**src/rtl/mc_ctrl.sv**
```systemverilog
// mc_ctrl: multi-cycle Moore control FSM for the MIPS datapath.
// Outputs decode the registered state (plus op/funct); all are held at 0 during reset.
module mc_ctrl (
    input  logic       clk,
    input  logic       reset,
    input  logic [5:0] op,
    input  logic [5:0] funct,
    input  logic       zero,
    output logic       PCWr,
    output logic       IRWr,
    output logic       RegWr,
    output logic       MemWr,
    output logic [1:0] RegDst,
    output logic       ALUSrcB,
    output logic [1:0] MemtoReg,
    output logic [1:0] PCSrc,
    output logic [1:0] EOp,
    output logic [1:0] ALUOp,
    output logic [3:0] state
);
    typedef enum logic [3:0] {
        FETCH  = 4'd0,
        DECODE = 4'd1,
        MEMADR = 4'd2,
        MEMRD  = 4'd3,
        MEMWB  = 4'd4,
        MEMWR  = 4'd5,
        EXEC   = 4'd6,
        ALUWB  = 4'd7,
        BRANCH = 4'd8,
        JUMP   = 4'd9,
        IMMEX  = 4'd10,
        IMMWB  = 4'd11
    } state_t;
    state_t st;
    logic rtype, is_addu, is_subu, is_jr, is_ori, is_lui, is_lw, is_sw, is_beq, is_j, is_jal;
    logic pc_wr, ir_wr, reg_wr, mem_wr, alu_src_b;
    logic [1:0] reg_dst, mem_to_reg, pc_src, e_op, alu_op;
    assign rtype   = op == 6'b000000;
    assign is_addu = rtype && funct == 6'b100001;
    assign is_subu = rtype && funct == 6'b100011;
    assign is_jr   = rtype && funct == 6'b001000;
    assign is_ori  = op == 6'b001101;
    assign is_lui  = op == 6'b001111;
    assign is_lw   = op == 6'b100011;
    assign is_sw   = op == 6'b101011;
    assign is_beq  = op == 6'b000100;
    assign is_j    = op == 6'b000010;
    assign is_jal  = op == 6'b000011;
    always_ff @(posedge clk) begin
        if (reset) st <= FETCH;
        else case (st)
            FETCH:   st <= DECODE;
            DECODE:  st <= (is_lw || is_sw)          ? MEMADR :
                           (is_addu || is_subu)      ? EXEC   :
                           (is_ori || is_lui)        ? IMMEX  :
                           is_beq                    ? BRANCH :
                           (is_j || is_jal || is_jr) ? JUMP   : FETCH;
            MEMADR:  st <= is_lw ? MEMRD : MEMWR;
            MEMRD:   st <= MEMWB;
            EXEC:    st <= ALUWB;
            IMMEX:   st <= IMMWB;
            default: st <= FETCH;
        endcase
    end
    always_comb begin
        pc_wr      = 1'b0;
        ir_wr      = 1'b0;
        reg_wr     = 1'b0;
        mem_wr     = 1'b0;
        reg_dst    = 2'b00;
        alu_src_b  = 1'b0;
        mem_to_reg = 2'b00;
        pc_src     = 2'b00;
        e_op       = 2'b00;
        alu_op     = 2'b00;
        case (st)
            FETCH:  begin pc_wr = 1'b1; ir_wr = 1'b1; end
            MEMADR: alu_src_b = 1'b1;
            MEMWB:  begin reg_wr = 1'b1; mem_to_reg = 2'b01; end
            MEMWR:  mem_wr = 1'b1;
            EXEC:   alu_op = 2'b11;
            ALUWB:  begin reg_wr = 1'b1; reg_dst = 2'b01; alu_op = 2'b11; end
            // lui adds the shifted immediate to $0, so it keeps the add opcode
            IMMEX, IMMWB: begin
                alu_src_b = st == IMMEX;
                reg_wr    = st == IMMWB;
                e_op      = is_lui ? 2'b10 : 2'b01;
                alu_op    = is_lui ? 2'b00 : 2'b10;
            end
            BRANCH: begin pc_wr = zero; pc_src = 2'b01; e_op = 2'b11; alu_op = 2'b01; end
            JUMP: begin
                pc_wr      = 1'b1;
                pc_src     = is_jr ? 2'b11 : 2'b10;
                reg_wr     = is_jal;
                reg_dst    = is_jal ? 2'b10 : 2'b00;
                mem_to_reg = is_jal ? 2'b10 : 2'b00;
            end
            default: ;
        endcase
    end
    assign {PCWr, IRWr, RegWr, MemWr, RegDst, ALUSrcB, MemtoReg, PCSrc, EOp, ALUOp, state} =
        reset ? 19'd0 : {pc_wr, ir_wr, reg_wr, mem_wr, reg_dst, alu_src_b, mem_to_reg, pc_src, e_op, alu_op, st};
endmodule
```
**config.mk**
```make
export PLATFORM = sky130hd
export DESIGN_NAME = mc_ctrl
export DESIGN_NICKNAME = d
export VERILOG_FILES = /design/src/rtl/mc_ctrl.sv
export SDC_FILE = /design/constraint.sdc
export NUM_CORES = 1
export LEC_CHECK = 0
export CAP_MARGIN = 20
export CELL_PAD_IN_SITES_DETAIL_PLACEMENT = 0
export CELL_PAD_IN_SITES_GLOBAL_PLACEMENT = 2
export CORE_MARGIN = 5
export CORE_UTILIZATION = 19
export CTS_CLUSTER_SIZE = 28
export DETAILED_ROUTE_END_ITERATION = 10
export HOLD_SLACK_MARGIN = 0.08
export PLACE_DENSITY = 0.93
export SLEW_MARGIN = 20
export SYNTH_ARGS = -nofsm -noshare
export SYNTH_HDL_FRONTEND = slang
export SYNTH_SLANG_ARGS = --single-unit
```
**constraint.sdc**
```tcl
create_clock -name clk -period 3 [get_ports clk]
set_input_delay 0.9 -clock clk [delete_from_list [all_inputs] [get_ports clk]]
set_output_delay 0.9 -clock clk [all_outputs]
set_load 0.02 [all_outputs]
```
==> results.txt, run 1 <==
CP arrival = 2050 ps
Cells after DPL = 180
Filler cell count in the final layout = 314
Antenna Cells = 0
Routed WL = 2570 µm
Initial DRC count = 25
GRT Resource Usage Total = 12.0%
VDD IR-drop max = 92.1 µV
Endpoints failing hold = 0
Starting Density = 19.7%
Slew HR = 74.8%
Mapped Cells = 90
Share of cells above drive strength 1 = 44.7%
DIE WIDTH = 66.0 µm
Port Buffers = 33
DR WL/cell = 13.1 µm
Flops & latches, synth = 4
Reg clk slew, reported paths = 40 ps
Post-synth top area cell = dfxtp_1
Initial antenna violation count = 0
Worst setup path class = primary input to primary output
Area contributors post-synth = dfxtp_1 13%, nor2_1 7.6%, nor2b_1 7.4%
F_max = 339 MHz
Register area = 80.1 µm²
Max FFs per register = 4
Post-layout minimum cycle time = 2950 ps
Cts hold-fix bufs = 0
Mapped Nets = 105
Hold_ws = 650 ps
Largest fanout on the critical path = 2
Crit start category = primary input
Slowest Stage Delay on Critical Path = 460 ps
Crit end category = primary output
CP top delay family = buffers and inverters
Worst Max-Slew Pin Slew = 378 ps
Final nets = 169
Setup Viol. Count Final = 0
Lkg Pwr = 0.639 nW
Worst-Skew Late Latency = 240 ps
Yosys top cell area share = 13.4%
Num rows = 20
Die height = 66.0 µm
I/O pin count = 34
Final Max Tran Viols = 0
Largest regs = st: 4 flops
Status = completed
CTS tree = built
Setup TNS = 0 ps
Final ANT Viol Nets = 0
Post-synthesis sequential area ratio = 13.4%
CTS Buf Count = 3
Max-cap viol count = 0
Area of the multi-input gates = 612 µm²
Worst-case clock buffer depth = 2
WP buf/inv = 2
GPL Wtd Cong = 0.875
Finished Layout Cells = 196
Largest net degree at the start of global routing = 13
Synth warn = 0
Primary FF master, synth = dfxtp_1
CTS Sinks = 4
Core area = 3030 µm²
Most flops, register = st
Cell variety after synth = 35
Syn avg cell area = 6.62 µm²
Post-synth top cells = 12 x nor2_1, 8 x a21oi_1, 7 x nor2b_1
Worst Hold Class = register to register
Synthesized area = 596 µm²
Global-route wire length before repair = 4140 µm
Power per Cell Area = 171 nW/µm²
Area Growth Syn to Fin = 115%
Vias in the first global route = 921
WP data required = 2100 ps
DP HPWL = 1710 µm
Power, Total = 219 µW
CP Cell Sequence = clkdlybuf4s50_1 -> nor4_4 -> nand3_2 -> a211oi_2 -> buf_4
Most common cell in the synthesized netlist = nor2_1
Via-to-Cell Ratio = 4.66
Async set-reset flop share out of synthesis = 0%
Number of flops mapped to enable cells by yosys = 0
Root Driver = clkbuf_4
Final Skew = 3.25 ps
Design Area, Final = 1280 µm²
Via Count = 914
H-tree depth = 1
Slowest stage cell, crit path = clkdlybuf4s50_1
DR DRC count = 0
Grt ovf = 0
Die area = 4350 µm²
DR pass1 iterations = 4
Placement Cell Area = 1100 µm²
Final worst path period share = 98.3%
where the power goes:
part           internal (mW)  leakage (nW)  total, mW  switching (mW)
sequential            0.0549        0.0326     0.0586         0.00367
clock                 0.0448        0.0138     0.0669          0.0222
combinational         0.0492         0.592     0.0933          0.0441
layer usage:
| layer | vias to the layer above | track usage, % | share of wire (%) |
|---|---|---|---|
| li1 | 459 | - | - |
| met1 | 417 | 14.0 | 41 |
| met2 | 36 | 20.7 | 49 |
| met3 | 2 | 3.74 | 9.3 |
| met4 | 0 | 4.31 | 0.74 |
| met5 | - | 0 | 0 |
cell usage in the layout, fill, tap and decap left out, types with 3 or more instances in the layout:
master | synthesis | layout
a21oi_2 | 1 | 3
nor2_1 | 12 | 11
clkbuf_4 | 0 | 3
buf_4 | 1 | 34
dfxtp_1 | 4 | 4
dlygate4sd2_1 | 0 | 10
nand2b_1 | 3 | 3
a21oi_1 | 8 | 6
a21o_1 | 3 | 3
nor2b_1 | 7 | 7
dlymetal6s2s_1 | 0 | 4
and3_1 | 6 | 5
nand2_1 | 5 | 5
buf_2 | 0 | 8
area by class of cell:
cell class                 count  area share (%)
multi-input combinational     80            47.8
timing repair buffer          64            39.6
sequential                     4            6.26
tap                           44            4.30
clock buffer                   3            1.76
inverter                       1           0.293
stage by stage:
stage | setup WS [ps] | utilization (%)
after CTS | 0.515 | 41.9
after detailed placement | -861 | 36.2
after global routing | -2.51 | 42.3
final | 50.8 | 42.3
after floorplan | -22.7 | -
after global placement | -808 | 36.2
cell families after synthesis:
logic type / Yosys count / synth area share [%]
AND/OR/NAND/NOR: 56 / 54.6
AO/OA/AOI/OAI: 23 / 25.8
buffers and inverters: 6 / 4.41
flip-flops: 4 / 13.4
adder cells (fa/ha/maj): 1 / 1.68
path summary, 6_finish.rpt:
| kind | start | end | cells after the start | slack, ps |
|---|---|---|---|---|
| min reg2reg | st[0] | st[0] | 1 | 650 |
| min | st[0] | st[0] | 1 | 650 |
| max reg2reg | st[0] | st[3] | 4 | 1140 |
| max | funct[2] | PCSrc[0] | 5 | 50 |
timing repair:
item | CTS | global route
setup endpoints to repair | 19 | 12
resized for setup | 90 | 19
pin swaps | 5 | 6
buffers inserted | 12 | 1
(Power assumes the default switching activity.)
==> inputs of run 2 (changes only) <==
HOLD_SLACK_MARGIN = 0.15   (was 0.08)
==> results of run 2 <==
No change in the layout: final DEF, timing and power equal those of run 1.
==> inputs of run 3 (changes only) <==
RECOVER_POWER = 25   (was not set)
==> run 3 against run 2 <==
Compared with the run above:
- routed wire length increased by 0.12%
- worst hold slack is the same
- setup slack better by 2.2 ps
- critical path type unchanged
- critical endpoint unchanged
- largest power group unchanged
==> results.txt, run 3 (synthesis gave the netlist of run 1 again) <==
Setup TNS = 0 ps
Largest regs = st: 4 flops
WP data required = 2100 ps
Core area = 3030 µm²
Worst setup path class = primary input to primary output
Most frequent cells in the layout = 33 x buf_4, 11 x nor2_1, 10 x dlygate4sd2_1
Cts hold-fix bufs = 0
Status = completed
Power per Cell Area = 172 nW/µm²
Die height = 66.0 µm
H-tree depth = 1
Slowest Stage Delay on Critical Path = 460 ps
Setup Viol. Count Final = 0
Antenna Cells = 0
CTS tree = built
Flop pwr share = 26.8%
DR pass1 iterations = 4
Share of cells above drive strength 1 = 44.7%
Routed WL = 2570 µm
Lkg Pwr = 0.617 nW
Final Util = 42.0%
Final worst path period share = 98.2%
Max-cap viol count = 0
Port Buffers = 33
Largest net degree at the start of global routing = 13
VDD IR-drop max = 92.1 µV
Grt ovf = 0
Endpoints failing hold = 0
Vias in the first global route = 921
GR peak layer = met2
F_max = 339 MHz
DR WL/cell = 13.1 µm
Final Skew = 3.25 ps
Crit start category = primary input
Starting Density = 19.7%
Final nets = 169
I/O pin count = 34
Slowest stage cell, crit path = clkdlybuf4s50_1
Worst-Skew Late Latency = 240 ps
Cell Int Power = 149 µW
Most flops, register = st
DIE WIDTH = 66.0 µm
GR met3 Demand/Resource = 3.74%
GPL Wtd Cong = 0.875
Sw Share = 32.0%
RSZ-0062 raised after global routing = no
CTS Sinks = 4
Final Max Tran Viols = 0
Slew HR = 74.8%
Worst-case clock buffer depth = 2
Met2 Track Usage GR = 20.7%
CP Cell Sequence = clkdlybuf4s50_1 -> nor4_4 -> nand3_2 -> a211oi_2 -> buf_4
Max FFs per register = 4
Via Count = 914
Worst Hold Class = register to register
Via-to-Cell Ratio = 4.66
Initial antenna violation count = 0
Reg clk slew, reported paths = 40 ps
Crit end category = primary output
Largest fanout on the critical path = 2
Met1 Use GR = 14.0%
CTS Buf Count = 3
Root Driver = clkbuf_4
Initial DRC count = 25
Commonest non-fill, non-tap cell in the layout = buf_4
Gate power share = 42.6%
Area Growth Syn to Fin = 113%
Final ANT Viol Nets = 0
Hold_ws = 650 ps
Num rows = 20
DP HPWL = 1710 µm
Global-route wire length before repair = 4140 µm
Sw power = 69.9 µW
CP arrival = 2050 ps
Worst Max-Slew Pin Slew = 378 ps
Post-layout minimum cycle time = 2950 ps
DR DRC count = 0
Clock share of power = 30.6%
GRT Resource Usage Total = 12.0%
Die area = 4350 µm²
run 3: stage by stage:
stage          worst slack (ps)  power, mW  instances  cell area [µm²]
4_1_cts                   0.515      0.219        195             1270
3_5_place_dp               -861      0.139        180             1100
2_1_floorplan             -22.7     0.0904         90              598
6_report                   53.0      0.219        196             1270
5_1_grt                   0.926      0.230        196             1270
3_3_place_gp               -808      0.138        180             1100
run 3: path summary, 6_finish.rpt:
check | startpoint | endpoint | slack (ps) | cells after the start
worst min-delay path | st[0] | st[0] | 650 | 1
worst max-delay path | funct[2] | PCSrc[0] | 50 | 5
worst min register to register | st[0] | st[0] | 650 | 1
worst max register to register | st[0] | st[3] | 1140 | 4
run 3: power groups by stage:
stage               logic, mW  registers (mW)  clock network, mW
floorplan              0.0331          0.0572                  0
global placement       0.0796          0.0587                  0
detailed placement     0.0804          0.0586                  0
CTS                    0.0914          0.0585             0.0694
global route            0.101          0.0589             0.0706
finish                 0.0932          0.0586             0.0669
run 3: worst max-delay path, delay by kind of cell:
kind | cells | cell delay, ps
AOI/OAI and AO/OA | 1 | 190
buffers and inverters | 2 | 630
and+or+nand+nor | 2 | 330
run 3: final cells by class:
| type | count | area [µm²] |
|---|---|---|
| Multi-Input combinational cell | 80 | 612 |
| Clock buffer | 3 | 22.5 |
| Fill cell | 314 | 1760 |
| Inverter | 1 | 3.75 |
| Tap cell | 44 | 55.1 |
| Sequential cell | 4 | 80.1 |
| Timing Repair Buffer | 64 | 498 |
run 3: per-layer routing:
layer | vias up | share of wire (%)
met5 | - | 0
met4 | 0 | 0.74
met3 | 2 | 9.3
met2 | 36 | 49
met1 | 417 | 41
li1 | 459 | -
run 3: repair_timing:
action | CTS | global route
setup endpoints to repair | 19 | 12
buffers inserted | 12 | 1
gates cloned | 0 | 0
pin swaps | 5 | 6
resized for setup | 90 | 19
